<file path="src/rtl/pip_if_rv32.sv">
// pip_if_rv32: RV32I instruction fetch with one-outstanding cache port and prefetch FIFO; define IF_MISALIGN_CHK_EN for misaligned-redirect fault.
module pip_if_rv32 #(
  parameter logic [31:0] RESET_PC = 32'h0000_0000,
  parameter int FIFO_DEPTH = 2
) (
  input  logic        iCLK,
  input  logic        iRST,
  output logic        oIMemREQ,
  output logic [31:0] oIMemADDR,
  input  logic        iIMemACK,
  input  logic        iIMemRVALID,
  input  logic [31:0] iIMemRDATA,
  input  logic        iREDIRECT,
  input  logic [31:0] iREDIRADDR,
  input  logic        iSTALL,
  output logic        oVALID,
  output logic [31:0] oINSTR,
  output logic [31:0] oPCADDR
`ifdef IF_MISALIGN_CHK_EN
  ,
  output logic        oFETCHFAULT
`endif
);
  localparam int PW = $clog2(FIFO_DEPTH);
  localparam logic [PW:0] DEPTH = (PW+1)'(FIFO_DEPTH);
  typedef enum logic [1:0] {S_IDLE, S_REQ, S_RESP} state_t;
  state_t state;
  logic [31:0] pc, req_pc, tgt;
  logic [31:0] fifo_pc [FIFO_DEPTH];
  logic [31:0] fifo_ins [FIFO_DEPTH];
  logic [PW-1:0] rd_ptr, wr_ptr;
  logic [PW:0] count, count_nxt;
  logic drop, fault, bad, redir, ack, rsp, push, pop;
`ifdef IF_MISALIGN_CHK_EN
  assign bad = iREDIRECT && !fault && iREDIRADDR[1:0] != 2'b00;
  assign oFETCHFAULT = fault;
  always_ff @(posedge iCLK or posedge iRST)
    if (iRST) fault <= 1'b0;
    else if (bad) fault <= 1'b1;
`else
  assign bad = 1'b0;
  assign fault = 1'b0;
`endif
  assign tgt = iREDIRADDR & 32'hFFFF_FFFC;
  assign redir = iREDIRECT && !fault;
  assign ack = state == S_REQ && iIMemACK;
  assign rsp = state == S_RESP && iIMemRVALID;
  // a response landing with a redirect belongs to the old stream
  assign push = rsp && !drop && !redir;
  assign pop = oVALID && !iSTALL && !redir;
  assign count_nxt = redir ? '0 : count + (PW+1)'(push) - (PW+1)'(pop);
  assign oIMemREQ = state == S_REQ;
  assign oIMemADDR = pc;
  assign oVALID = count != '0;
  assign oINSTR = oVALID ? fifo_ins[rd_ptr] : 32'h0000_0013;
  assign oPCADDR = fault ? pc : oVALID ? fifo_pc[rd_ptr] : 32'h0;
  always_ff @(posedge iCLK or posedge iRST)
    if (iRST) begin
      state <= S_IDLE;
      pc <= RESET_PC;
      req_pc <= RESET_PC;
      drop <= 1'b0;
      count <= '0;
      rd_ptr <= '0;
      wr_ptr <= '0;
    end else begin
      count <= count_nxt;
      rd_ptr <= redir ? '0 : rd_ptr + PW'(pop);
      wr_ptr <= redir ? '0 : wr_ptr + PW'(push);
      if (ack) req_pc <= pc;
      pc <= bad ? iREDIRADDR : redir ? tgt : ack ? pc + 32'd4 : pc;
      // an acked or in-flight request overtaken by a redirect must have its response discarded
      drop <= (redir && (ack || (state == S_RESP && !iIMemRVALID))) ? 1'b1 : rsp ? 1'b0 : drop;
      case (state)
        S_IDLE:  if (!redir && !fault && count < DEPTH) state <= S_REQ;
        S_REQ:   if (ack) state <= S_RESP;
        S_RESP:  if (rsp) state <= count_nxt < DEPTH ? S_REQ : S_IDLE;
        default: state <= S_IDLE;
      endcase
      if (bad) state <= S_IDLE;
    end
  always_ff @(posedge iCLK)
    if (push) begin
      fifo_pc[wr_ptr] <= req_pc;
      fifo_ins[wr_ptr] <= iIMemRDATA;
    end
endmodule
</file>
<file path="config.mk">
export PLATFORM = sky130hd
export DESIGN_NAME = pip_if_rv32
export DESIGN_NICKNAME = d
export VERILOG_FILES = /design/src/rtl/pip_if_rv32.sv
export SDC_FILE = /design/constraint.sdc
export NUM_CORES = 1
export LEC_CHECK = 0
export CAP_MARGIN = 20
export CORE_MARGIN = 2
export CORE_UTILIZATION = 51
export CTS_CLUSTER_SIZE = 12
export DETAILED_ROUTE_END_ITERATION = 6
export GPL_TIMING_DRIVEN = 0
export PLACE_DENSITY_LB_ADDON = 0.15
export SYNTH_ARGS = -nofsm -noshare
export SYNTH_HDL_FRONTEND = slang
export SYNTH_SLANG_ARGS = --single-unit
</file>
<file path="constraint.sdc">
create_clock -name iCLK -period 3.2 [get_ports iCLK]
set_clock_uncertainty 0.05 [all_clocks]
set_input_delay 0.64 -clock iCLK [delete_from_list [all_inputs] [get_ports iCLK]]
set_output_delay 0.64 -clock iCLK [all_outputs]
set_load 0.01 [all_outputs]
</file>
* Yosys cells after proc, flatten, opt, wreduce, memory -nomap -nowiden
Memory sizes are Yosys's and may differ from the RTL's. Cells that the tools add are included.
Word-level totals: register bits 71, RAM bits 128, input bits 70, output and inout bits 98, logic and storage cells 56, memories 2
Cells by class: add/subtract/negate cells 5, $lt $le $gt $ge 2, equality and inequality tests 5, multiplexer cells 16, reductions and logical operators 19
Memory list:
- fifo_ins | words 2, width 32, read ports 1, clocked after Yosys merged registers in 0, wr ports 1, line 30 | logic [31:0] fifo_ins [FIFO_DEPTH];
- fifo_pc | words 2, width 32, read ports 1, clocked after Yosys merged registers in 0, wr ports 1, line 29 | logic [31:0] fifo_pc [FIFO_DEPTH];
Operators by type and width (number):
- 32-bit two-way mux | 4
- 32-bit by 3-bit adder with 32-bit output, second input constant | 1
- 1-bit logical AND | 9
- 2-bit two-way mux | 4
- 1-bit two-way mux | 7
- 2-bit one-hot mux with 3 select lines | 1
- 2-bit nonzero test | 3
- 1-bit logical NOT | 4
- 2-bit < comparator, second input constant | 2
- 2-bit != test, second input constant | 2
- 3-bit AND reduction | 1
- 1-bit adder | 2
- 2-bit by 1-bit adder with 2-bit output | 1
- 2-bit by 1-bit equality test with 1-bit output, second input constant | 1
- 2-bit equality test, second input constant | 1
- 2-bit logical NOT | 1
- 2-bit by 1-bit != test with 1-bit output, second input constant | 1
- 2-bit by 1-bit subtractor with 2-bit output | 1
- 1-bit logical OR | 1

* Logic depth before layout (Yosys ltp)
Gate-level depths: netlist of the first run.
depth after elaboration 11, mapped depth 12, gate-level depth less buffers 11

* Worst setup path after synthesis of the first run
Ideal clock, no wire load.
path kind input -> register, start point input port iREDIRECT, end point memory fifo_ins[1][0] (enable), library setup time 0.427 ns, arrival time 2.798 ns, required time 2.723 ns, setup slack -0.074 ns, stages on the path 6, buffers on the path 2, cell sequence clkbuf_1 > clkbuf_1 > nor2_1 > nand2_1 > inv_1 > ha_1
Between the ends: word-level cells in the longest chain between the ends 4
Ends and longest elaborated chain:
- start: declaration | line 13 | input logic iREDIRECT,
- 1-bit logical NOT | line 49 | assign push = rsp && !drop && !redir;
- 1-bit logical AND | line 49
- 1-bit two-way mux | line 83 | if (push) begin
- 1-bit two-way mux (not written as such) | line 85 | fifo_ins[wr_ptr] <= iIMemRDATA;
- end: declaration | line 30
Every way passes these cells.

* Final worst setup path of the first run
start point register count[1], end point output port oPCADDR[22]
Between the ends: word-level cells in the longest chain between the ends 2
Ends and longest elaborated chain:
- start: declaration | line 32 | logic [PW:0] count, count_nxt;
- start signal: assignment | line 67 | count <= count_nxt;
- 2-bit nonzero test | line 54 | assign oVALID = count != '0;
- 32-bit two-way mux | line 56 | assign oPCADDR = fault ? pc : oVALID ? fifo_pc[rd_ptr] : 32'h0;
- end: declaration | line 18 | output logic [31:0] oPCADDR
Every way passes these cells.

==> flow_summary.yaml, run 1 <==
floorplanning:
  design.portCount: 168
  die_w_um: 128
  die-area_um2: 16400
  core.rowCount: 45
  chipHeight_um: 128
  core_box_area_um2: 15100
  floorplan.initialDensity_pct: 51.9
worst_setup_path:
  critPathLaunch: "count[1]$_DFF_PP0_"
  crit-reg2reg-launch: "count[1]$_DFF_PP0_"
  crit_arrival_ns: 2.35
  cpMaxStageDelayCell: "clkdlybuf4s50_1"
  critPathCaptureType: "output port"
  critPathKind: "flip-flop to output port"
  crit_path_cell_trace: "nor2_2 -> clkbuf_1 -> nor2_1 -> clkdlybuf4s50_1"
  cpLargestDelayFamily: "buffers and inverters"
  crit_buf_inv: 2
  worst_ep_required_time_ns: 2.51
  critical_path.startpoint_type: "flip-flop"
  max_stage_delay_ns: 0.53
  worst-path-max-fanout: 10
clock_network:
  tritoncts: "yes"
  postCtsSetupBuffers: 0
  cts.reportedPaths.clkPinSlew_ns: 0.06
  cts-htree-levels: 4
  cts_inserted_buffers: 17
  insertion_delay_ns: 0.42
  holdBufCountCts: 0
  cts_max_path_bufs: 2
  cts.root.buffer_cell: "clkbuf_16"
  cts.sinks: 191
layout:
  layout_common_cells: "clkdlybuf4s50_1, edfxtp_1, nand2_1, nor2_1, dfrtp_1"
  area_growth_syn_to_layout_pct: 31.9
  fillers: 1130
  mostFrequentLayoutCell: "clkdlybuf4s50_1"
  layout-drive-gt1-share_pct: 7.67
  final_nets: 870
  postLayoutCoreUtil_pct: 68.4
  insertedDiodeCount: 0
placement:
  routabilityCongestion: 0.809
  pre_cts_ws_ns: 0.0605
  dp.final_hpwl_um: 11600
  quantity_of_i_o_buffers_inserted_on_ports: 160
global_routing:
  grt_overflow: 0
  grt_pass1_wl_um: 26600
  number_of_global_route_vias_before_repair: 5180
  grt_start_max_net_pins: 63
  grt_antenna_before_repair: 0
  globalRouteTotalUtil_pct: 21.5
power:
  ir_worst_vdd_mv: 0.413
  switching_power_mw: 1.61
  power.sequential.fraction_pct: 50.9
  clockPowerShare_pct: 33.9
  internal_power_mw: 4.69
  combinational_group_share_of_total_power_pct: 15.2
  power.static_leakage_nw: 3.81
  power.density_nw_per_um2: 608
  netSwitchingFraction_pct: 25.5
  report.power.total_mw: 6.30
drt:
  dr.pass1.iters: 4
  drt_iter0_drc: 334
  dr_total_vias: 5168
  drt-total-wl_um: 17100
  remaining_drc_errors: 0
  final_antenna_net_count: 0
  routedWlPerCell_um: 17.1
  via_per_inst: 5.19
synthesis:
  dominant_combinational_cell_family_by_area_after_synthesis: "simple AND/OR/NAND/NOR gates"
  ys_types: 39
  synth-xor-area-share_pct: 3.46
  yosys_register_bits: 191
  synth_top_area_share_pct: 47.4
  synth.yosys.seq_area_share_pct: 68.7
  synthesis.area_per_instance_um2: 12.8
  synth_top_flop_cell: "edfxtp_1"
  synth_mux_area_share_pct: 8.46
  synth-edff-count: 124
  synthAdderAreaFrac_pct: 0.796
  synth_area_leader_cell: "edfxtp_1"
  synthArstFlopShare_pct: 35.1
  syn_area_um2: 7860
  synth.top_cells.by_area: "edfxtp_1, dfrtp_1, mux2i_1"
  synth-warning-count: 0
  synth_simple_gate_area_share_pct: 13.4
  complex_gate_fraction_of_the_synthesized_area_pct: 2.69
  postSynthCellCount: 613
timing:
  setup_viol: 0
  final_worst_path_period_share_pct: 95.0
  postLayoutSetupSlackWorst_ns: 0.161
  transition_time_at_the_pin_with_the_least_slew_margin_ns: 0.931
  slew_limit_headroom_pct: 38.0
  grt_setup_unrepaired: "no"
  timing.final.hold_violations: 0
  maxSlewViolCount: 0
  maxClockFrequency_mhz: 329
  post-route-min-period_ns: 3.04
flow_run:
  cap_violations: 0
worst_hold_path:
  hold_path.class: "flip-flop to flip-flop"
  hold_path.startpoint: "req_pc[14]$_DFFE_PP0P_"
run_status:
  result_of_the_run: "complete, no violations"
-- cells in the mapped netlist (3+ instances only) --
cell        n
o21ai_0    25
dfrtp_1    67
edfxtp_1  124
nand2_1   121
and3_1      3
o21ai_1     9
xor2_1     12
buf_1       4
ha_1        5
nor3_1      6
nand3_1     8
mux2i_1    63
nand4_1     7
xnor2_1    19
buf_4       4
mux2_2      3
clkbuf_1   23
inv_1      10
nor4_2      4
nor2_1     70
-- cells by family (layout without fill, tap and decap cells) --
logic type,Yosys count,in the layout
buffers and inverters,44,236
flip-flops,191,191
other,1,4
adder cells (fa/ha/maj),5,5
XOR/XNOR,31,31
AND/OR/NAND/NOR,235,235
multiplexers,66,66
AO/OA/AOI/OAI,40,40
-- path summary, 6_finish.rpt --
| path | endpoint | slack [ns] | cells past startpoint |
|---|---|---|---|
| max in group asynchronous | req_pc[26]$_DFFE_PP0P_ | 1.94 | 3 |
| hold reg to reg | fifo_pc[1][14]$_DFFE_PP_ | 0.42 | 0 |
| hold / removal | fifo_pc[1][14]$_DFFE_PP_ | 0.42 | 0 |
| min in group asynchronous | req_pc[8]$_DFFE_PP0P_ | 0.53 | 2 |
| setup / recovery | oPCADDR[22] | 0.16 | 4 |
| setup reg to reg | state[0]$_DFFE_PP0P_ | 0.48 | 11 |
-- timing repair --
action | CTS | global route
endpoints found under the hold margin | 0 | 0
setup endpoints to repair | 62 | 51
resized for setup | 10 | 4
pin swaps | 0 | 0
-- power groups by stage --
| stage | Combinational (mW) | Sequential (mW) | Clock, mW |
|---|---|---|---|
| 6_report | 0.957 | 3.21 | 2.14 |
| 5_1_grt | 1.06 | 3.25 | 2.26 |
| 4_1_cts | 0.975 | 3.20 | 2.16 |
| 3_5_place_dp | 0.962 | 3.25 | 0 |
| 3_3_place_gp | 0.926 | 3.23 | 0 |
| 2_1_floorplan | 0.514 | 3.20 | 0 |
-- cell type report --
cell class              instances  area [µm²]  share of cell area, %
plain buffers                  33         159                   1.53
multi-input cells             381        2300                   22.2
well taps                     188         235                   2.27
clock buffers                  23         499                   4.82
repair buffers                161        1620                   15.6
inverters                      10        37.5                  0.362
flip-flops and latches        191        5400                   52.1
clock inverters                 9         105                   1.01
-- state kept, by name, indices dropped and copies added, names as in the netlist --
signal / flops
fifo_ins: 64
state: 2
fifo_pc: 60
req_pc: 30
rd_ptr: 1
drop: 1
count: 2
wr_ptr: 1
oIMemADDR: 30
-- stage by stage --
step | hold slack, ns | instance area [µm²] | TNS, ns | instances
6_report | 0.419 | 10400 | 0 | 996
2_1_floorplan | 0.392 | 7870 | -9.23 | 616
3_5_place_dp | 0.405 | 9750 | 0 | 965
3_3_place_gp | 0.397 | 9700 | -165.35 | 964
4_1_cts | 0.419 | 10400 | 0 | 997
5_1_grt | 0.430 | 10400 | 0 | 996
-- metal layers --
layer	wire, µm	vias up	global-route usage, %
met5	0	-	0
met3	823	20	4.72
met1	7450	2515	27.8
met4	282	0	7.24
met2	8520	146	36.3
li1	-	2487	-
-- worst reg2reg max path, stage by stage, from the launching register on --
cell and delay [ns]:
dfrtp_1 0.42, nor2_2 0.44, clkbuf_2 0.36, nor3_1 0.09, ha_1 0.30, inv_1 0.04
ha_1 0.18, xor2_1 0.17, xnor2_1 0.13, nor2_1 0.15, o32ai_1 0.10, o21a_1 0.18
Power figures use the tool's default switching activity.
==> inputs of run 2 (changes only) <==
CTS_BUF_LIST = sky130_fd_sc_hd__clkbuf_16   (was not set)
==> run 2 against run 1 <==
Net effect: setup slack gained 0.0080 ns; via count is essentially flat; critical path depth is the same; register-to-register slack gained 0.04 ns; core utilization shrank 0.20 points; sequential cell count is the same; wire length is essentially flat; global-route usage shrank 0.12 points; first-iteration DRC count shrank 7.2%; maximum frequency grew 0.26%; cell count is the same; design area shrank 0.29%; critical path type unchanged; critical endpoint unchanged; largest power group unchanged.
==> flow_summary.yaml, run 2 (same netlist as run 1, synthesis figures left out) <==
clock_network:
  cts_inserted_buffers: 17
  cts.root.buffer_cell: "clkbuf_16"
  cts-htree-levels: 4
  tritoncts: "yes"
  insertion_delay_ns: 0.42
  cts.reportedPaths.clkPinSlew_ns: 0.06
  postCtsSetupBuffers: 0
  cts.sinks: 191
  cts_max_path_bufs: 2
drt:
  drt-total-wl_um: 17100
  dr.pass1.iters: 4
  via_per_inst: 5.19
  routedWlPerCell_um: 17.1
  final_antenna_net_count: 0
  remaining_drc_errors: 0
  drt_iter0_drc: 310
  dr_total_vias: 5165
layout:
  insertedDiodeCount: 0
  fin_cells: 996
  largest_register_ff_count: 64
  max_flop_register: "fifo_ins"
  mostFrequentLayoutCell: "clkdlybuf4s50_1"
  area_growth_syn_to_layout_pct: 31.5
  postLayoutCoreUtil_pct: 68.2
  fillers: 1134
  reg.largest.list: "fifo_ins x64, fifo_pc x60"
  final_nets: 870
  layout_common_cells: "clkdlybuf4s50_1, edfxtp_1, nand2_1, nor2_1, dfrtp_1"
  layout-drive-gt1-share_pct: 7.30
power:
  report.power.total_mw: 6.22
  power.sequential.fraction_pct: 51.6
  netSwitchingFraction_pct: 25.8
  power.static_leakage_nw: 3.80
  ir_worst_vdd_mv: 0.414
  combinational_group_share_of_total_power_pct: 15.4
  clockPowerShare_pct: 33.0
  internal_power_mw: 4.61
  power.density_nw_per_um2: 602
  switching_power_mw: 1.60
worst_hold_path:
  hold_path.startpoint: "req_pc[14]$_DFFE_PP0P_"
  hold_path.class: "flip-flop to flip-flop"
floorplanning:
  die-area_um2: 16400
  design.portCount: 168
  core.rowCount: 45
  floorplan.initialDensity_pct: 51.9
  core_box_area_um2: 15100
  chipHeight_um: 128
  die_w_um: 128
worst_setup_path:
  critPathCaptureType: "output port"
  crit-reg2reg-launch: "count[1]$_DFF_PP0_"
  worst_ep_required_time_ns: 2.51
  critPathLaunch: "count[1]$_DFF_PP0_"
  cpMaxStageDelayCell: "clkdlybuf4s50_1"
  max_stage_delay_ns: 0.53
  worst-path-max-fanout: 10
  critical_path.startpoint_type: "flip-flop"
  crit_path_cell_trace: "nor2_2 -> clkbuf_1 -> nor2_1 -> clkdlybuf4s50_1"
  critPathKind: "flip-flop to output port"
  crit_arrival_ns: 2.34
timing:
  setup_tns_final_ns: 0
  maxSlewViolCount: 0
  setup_viol: 0
  maxClockFrequency_mhz: 330
  slew_limit_headroom_pct: 37.3
  grt_setup_unrepaired: "no"
  final_worst_path_period_share_pct: 94.7
  timing.final.hold_violations: 0
  transition_time_at_the_pin_with_the_least_slew_margin_ns: 0.940
  post-route-min-period_ns: 3.03
placement:
  quantity_of_i_o_buffers_inserted_on_ports: 160
  dpl_cells: 965
  dp.final_hpwl_um: 11600
  routabilityCongestion: 0.809
global_routing:
  globalRouteTotalUtil_pct: 21.4
  grt_pass1_wl_um: 26500
  grt_overflow: 0
  grt_start_max_net_pins: 63
  grt_antenna_before_repair: 0
  number_of_global_route_vias_before_repair: 5181
run_status:
  result_of_the_run: "complete, no violations"
flow_run:
  cap_violations: 0
run 2: path summary, 6_finish.rpt:
path,to,cells past startpoint,slack (ns)
max in group asynchronous,req_pc[26]$_DFFE_PP0P_,3,1.94
hold / removal,fifo_pc[0][14]$_DFFE_PP_,0,0.42
setup / recovery,oPCADDR[22],4,0.17
hold reg to reg,fifo_pc[0][14]$_DFFE_PP_,0,0.42
setup reg to reg,state[0]$_DFFE_PP0P_,11,0.52
min in group asynchronous,oIMemADDR[6]$_DFFE_PP0N_,2,0.53
run 2: power by group through the flow:
stage / Sequential (mW) / Combinational [mW] / Clock, mW
after detailed placement: 3.25 / 0.962 / 0
after global placement: 3.23 / 0.926 / 0
after floorplan: 3.20 / 0.514 / 0
after global routing: 3.25 / 1.06 / 2.18
after CTS: 3.20 / 0.974 / 2.07
final: 3.21 / 0.957 / 2.05
run 2: routing by layer:
layer  global-route usage (%)  vias to the layer above  wire length (µm)  share of wire [%]
li1                         -                     2485                 -                  -
met3                     4.72                       17               871                5.1
met5                        0                        -                 0                  0
met2                     36.0                      151              8520                 50
met1                     27.7                     2512              7460                 44
met4                     7.05                        0               231                1.4
run 2: worst max-delay path: cells and delay by family (launching register included):
family,cells,cell delay (ns)
buffers and inverters,2,0.95
AND/OR/NAND/NOR,2,0.54
flip-flops,1,0.42
run 2: layout make-up:
class / count / area, µm² / area share (%)
plain buffers: 33 / 159 / 1.54
clock buffers: 18 / 450 / 4.36
clock inverters: 14 / 124 / 1.20
inverters: 10 / 37.5 / 0.363
multi-input cells: 381 / 2300 / 22.3
flip-flops and latches: 191 / 5400 / 52.3
well taps: 188 / 235 / 2.28
repair buffers: 161 / 1620 / 15.7
run 2: repair_timing:
item                       in CTS  in global routing
setup endpoints to repair      62                 45
resized for setup              10                  4
hold buffers                    0                  0
run 2: metrics by stage:
stage	cell area, µm²	hold WS, ns	setup WS [ns]
floorplan	7870	0.392	-0.0745
global placement	9700	0.397	-1.17
detailed placement	9750	0.405	0.0605
CTS	10300	0.419	0.00397
global route	10300	0.430	0.0177
finish	10300	0.419	0.169
==> inputs of run 3 (changes only) <==
CAP_MARGIN = not set   (was 20)
SKIP_CTS_REPAIR_TIMING = 1   (was not set)
==> run 3 against run 2 <==
Net effect: sequential share of layout area unchanged; core utilization unchanged; wire length fell by 0.22%; cell count unchanged; design area is the same; register-to-register slack is essentially flat; first-iteration DRC count up 12%; total power about the same; clock-buffer cell count stayed put; setup slack lost 0.010 ns; clock power barely moved; critical path type unchanged; largest cell class unchanged; largest power group unchanged; highest routed layer unchanged.
==> flow_summary.yaml, run 3 (same netlist as run 1, synthesis figures left out) <==
worst_hold_path:
  worst_hold_path.num_cells: 0
  hold_path.class: "flip-flop to flip-flop"
power:
  power.static_leakage_nw: 3.80
  power.density_nw_per_um2: 602
  ir_worst_vdd_mv: 0.414
worst_setup_path:
  cpLargestDelayFamily: "buffers and inverters"
  critical_path_depth: 4
  worst-path-max-fanout: 10
  max_stage_delay_ns: 0.53
  crit_arrival_ns: 2.35
  cpMaxStageDelayCell: "clkdlybuf4s50_1"
  crit_buf_inv: 2
  worst_r2r_path_depth: 11
  critPathCaptureType: "output port"
  worst_ep_required_time_ns: 2.51
  crit_path_cell_trace: "nor2_2 -> clkbuf_1 -> nor2_1 -> clkdlybuf4s50_1"
  critical_path.startpoint_type: "flip-flop"
  critPathKind: "flip-flop to output port"
drt:
  dr.pass1.iters: 4
  drt_iter0_drc: 346
  drt-total-wl_um: 17000
  via_per_inst: 5.20
  remaining_drc_errors: 0
  final_antenna_net_count: 0
  routedWlPerCell_um: 17.1
  dr_total_vias: 5175
run_status:
  result_of_the_run: "complete, no violations"
layout:
  max_flop_register: "fifo_ins"
  layout-drive-gt1-share_pct: 7.30
  layout_common_cells: "clkdlybuf4s50_1, edfxtp_1, nand2_1, nor2_1, dfrtp_1"
  largest_register_ff_count: 64
  mostFrequentLayoutCell: "clkdlybuf4s50_1"
  final_nets: 870
  insertedDiodeCount: 0
  fillers: 1134
  reg.largest.list: "fifo_ins x64, fifo_pc x60"
  area_growth_syn_to_layout_pct: 31.5
placement:
  pre_cts_ws_ns: 0.0605
  dp.final_hpwl_um: 11600
  routabilityCongestion: 0.809
  quantity_of_i_o_buffers_inserted_on_ports: 160
floorplanning:
  die-area_um2: 16400
  design.portCount: 168
  floorplan.initialDensity_pct: 51.9
  core_box_area_um2: 15100
  die_w_um: 128
  chipHeight_um: 128
  core.rowCount: 45
timing:
  post-route-min-period_ns: 3.04
  slew_limit_headroom_pct: 37.3
  grt_setup_unrepaired: "no"
  setup_viol: 0
  maxClockFrequency_mhz: 329
  hold_ws_ns: 0.419
  transition_time_at_the_pin_with_the_least_slew_margin_ns: 0.940
  timing.final.hold_violations: 0
  maxSlewViolCount: 0
  final_worst_path_period_share_pct: 95.0
  postLayoutSetupSlackWorst_ns: 0.159
clock_network:
  cts.root.buffer_cell: "clkbuf_16"
  cts_inserted_buffers: 17
  insertion_delay_ns: 0.42
  tritoncts: "yes"
  cts.sinks: 191
  cts.reportedPaths.clkPinSlew_ns: 0.06
  cts-htree-levels: 4
  cts_max_path_bufs: 2
flow_run:
  cap_violations: 0
global_routing:
  grt_start_max_net_pins: 63
  grt_pass1_wl_um: 26500
  globalRouteTotalUtil_pct: 21.4
  grt_antenna_before_repair: 0
  grt_overflow: 0
  number_of_global_route_vias_before_repair: 5173
## run 3: path summary, 6_finish.rpt
path | startpoint | to | slack, ns
worst max-delay path | count[1]$_DFF_PP0_ | oPCADDR[22] | 0.16
worst min-delay path | req_pc[31]$_DFFE_PP0P_ | fifo_pc[1][31]$_DFFE_PP_ | 0.42
worst max register to register | count[1]$_DFF_PP0_ | state[0]$_DFFE_PP0P_ | 0.51
worst min register to register | req_pc[31]$_DFFE_PP0P_ | fifo_pc[1][31]$_DFFE_PP_ | 0.42
max in group asynchronous | iRST | req_pc[26]$_DFFE_PP0P_ | 1.94
min in group asynchronous | iRST | oIMemADDR[6]$_DFFE_PP0N_ | 0.53
## run 3: final cells by class
type / instances / area (µm²) / share of cell area (%)
buffer: 33 / 159 / 1.54
clock buffer: 18 / 450 / 4.36
clock inverter: 14 / 124 / 1.20
inverter: 10 / 37.5 / 0.363
multi-input combinational: 381 / 2300 / 22.3
sequential: 191 / 5400 / 52.3
tap: 188 / 235 / 2.28
timing repair buffer: 161 / 1620 / 15.7
## run 3: power breakdown
part	switching, mW	internal (mW)
Combinational	0.507	0.449
Clock	0.871	1.18
Sequential	0.223	2.98
Total	1.60	4.61
## run 3: layer usage
metal | share of wire [%] | wire (µm) | global-route usage [%] | up-vias
met5 | 0 | 0 | 0 | -
met2 | 50 | 8530 | 36.0 | 170
li1 | - | - | - | 2485
met4 | 1.5 | 261 | 7.05 | 0
met3 | 5.5 | 941 | 4.72 | 19
met1 | 43 | 7310 | 27.8 | 2501
## run 3: per-stage QoR
stage	cells	TNS [ns]	power [mW]	utilization (%)	area, µm²
after CTS	997	-9.11	6.25	68.2	10300
after floorplan	616	-9.23	3.72	-	7870
after global placement	964	-165.35	4.16	64.1	9700
final	996	0	6.22	68.2	10300
after detailed placement	965	0	4.21	64.4	9750
after global routing	996	0	6.49	68.2	10300
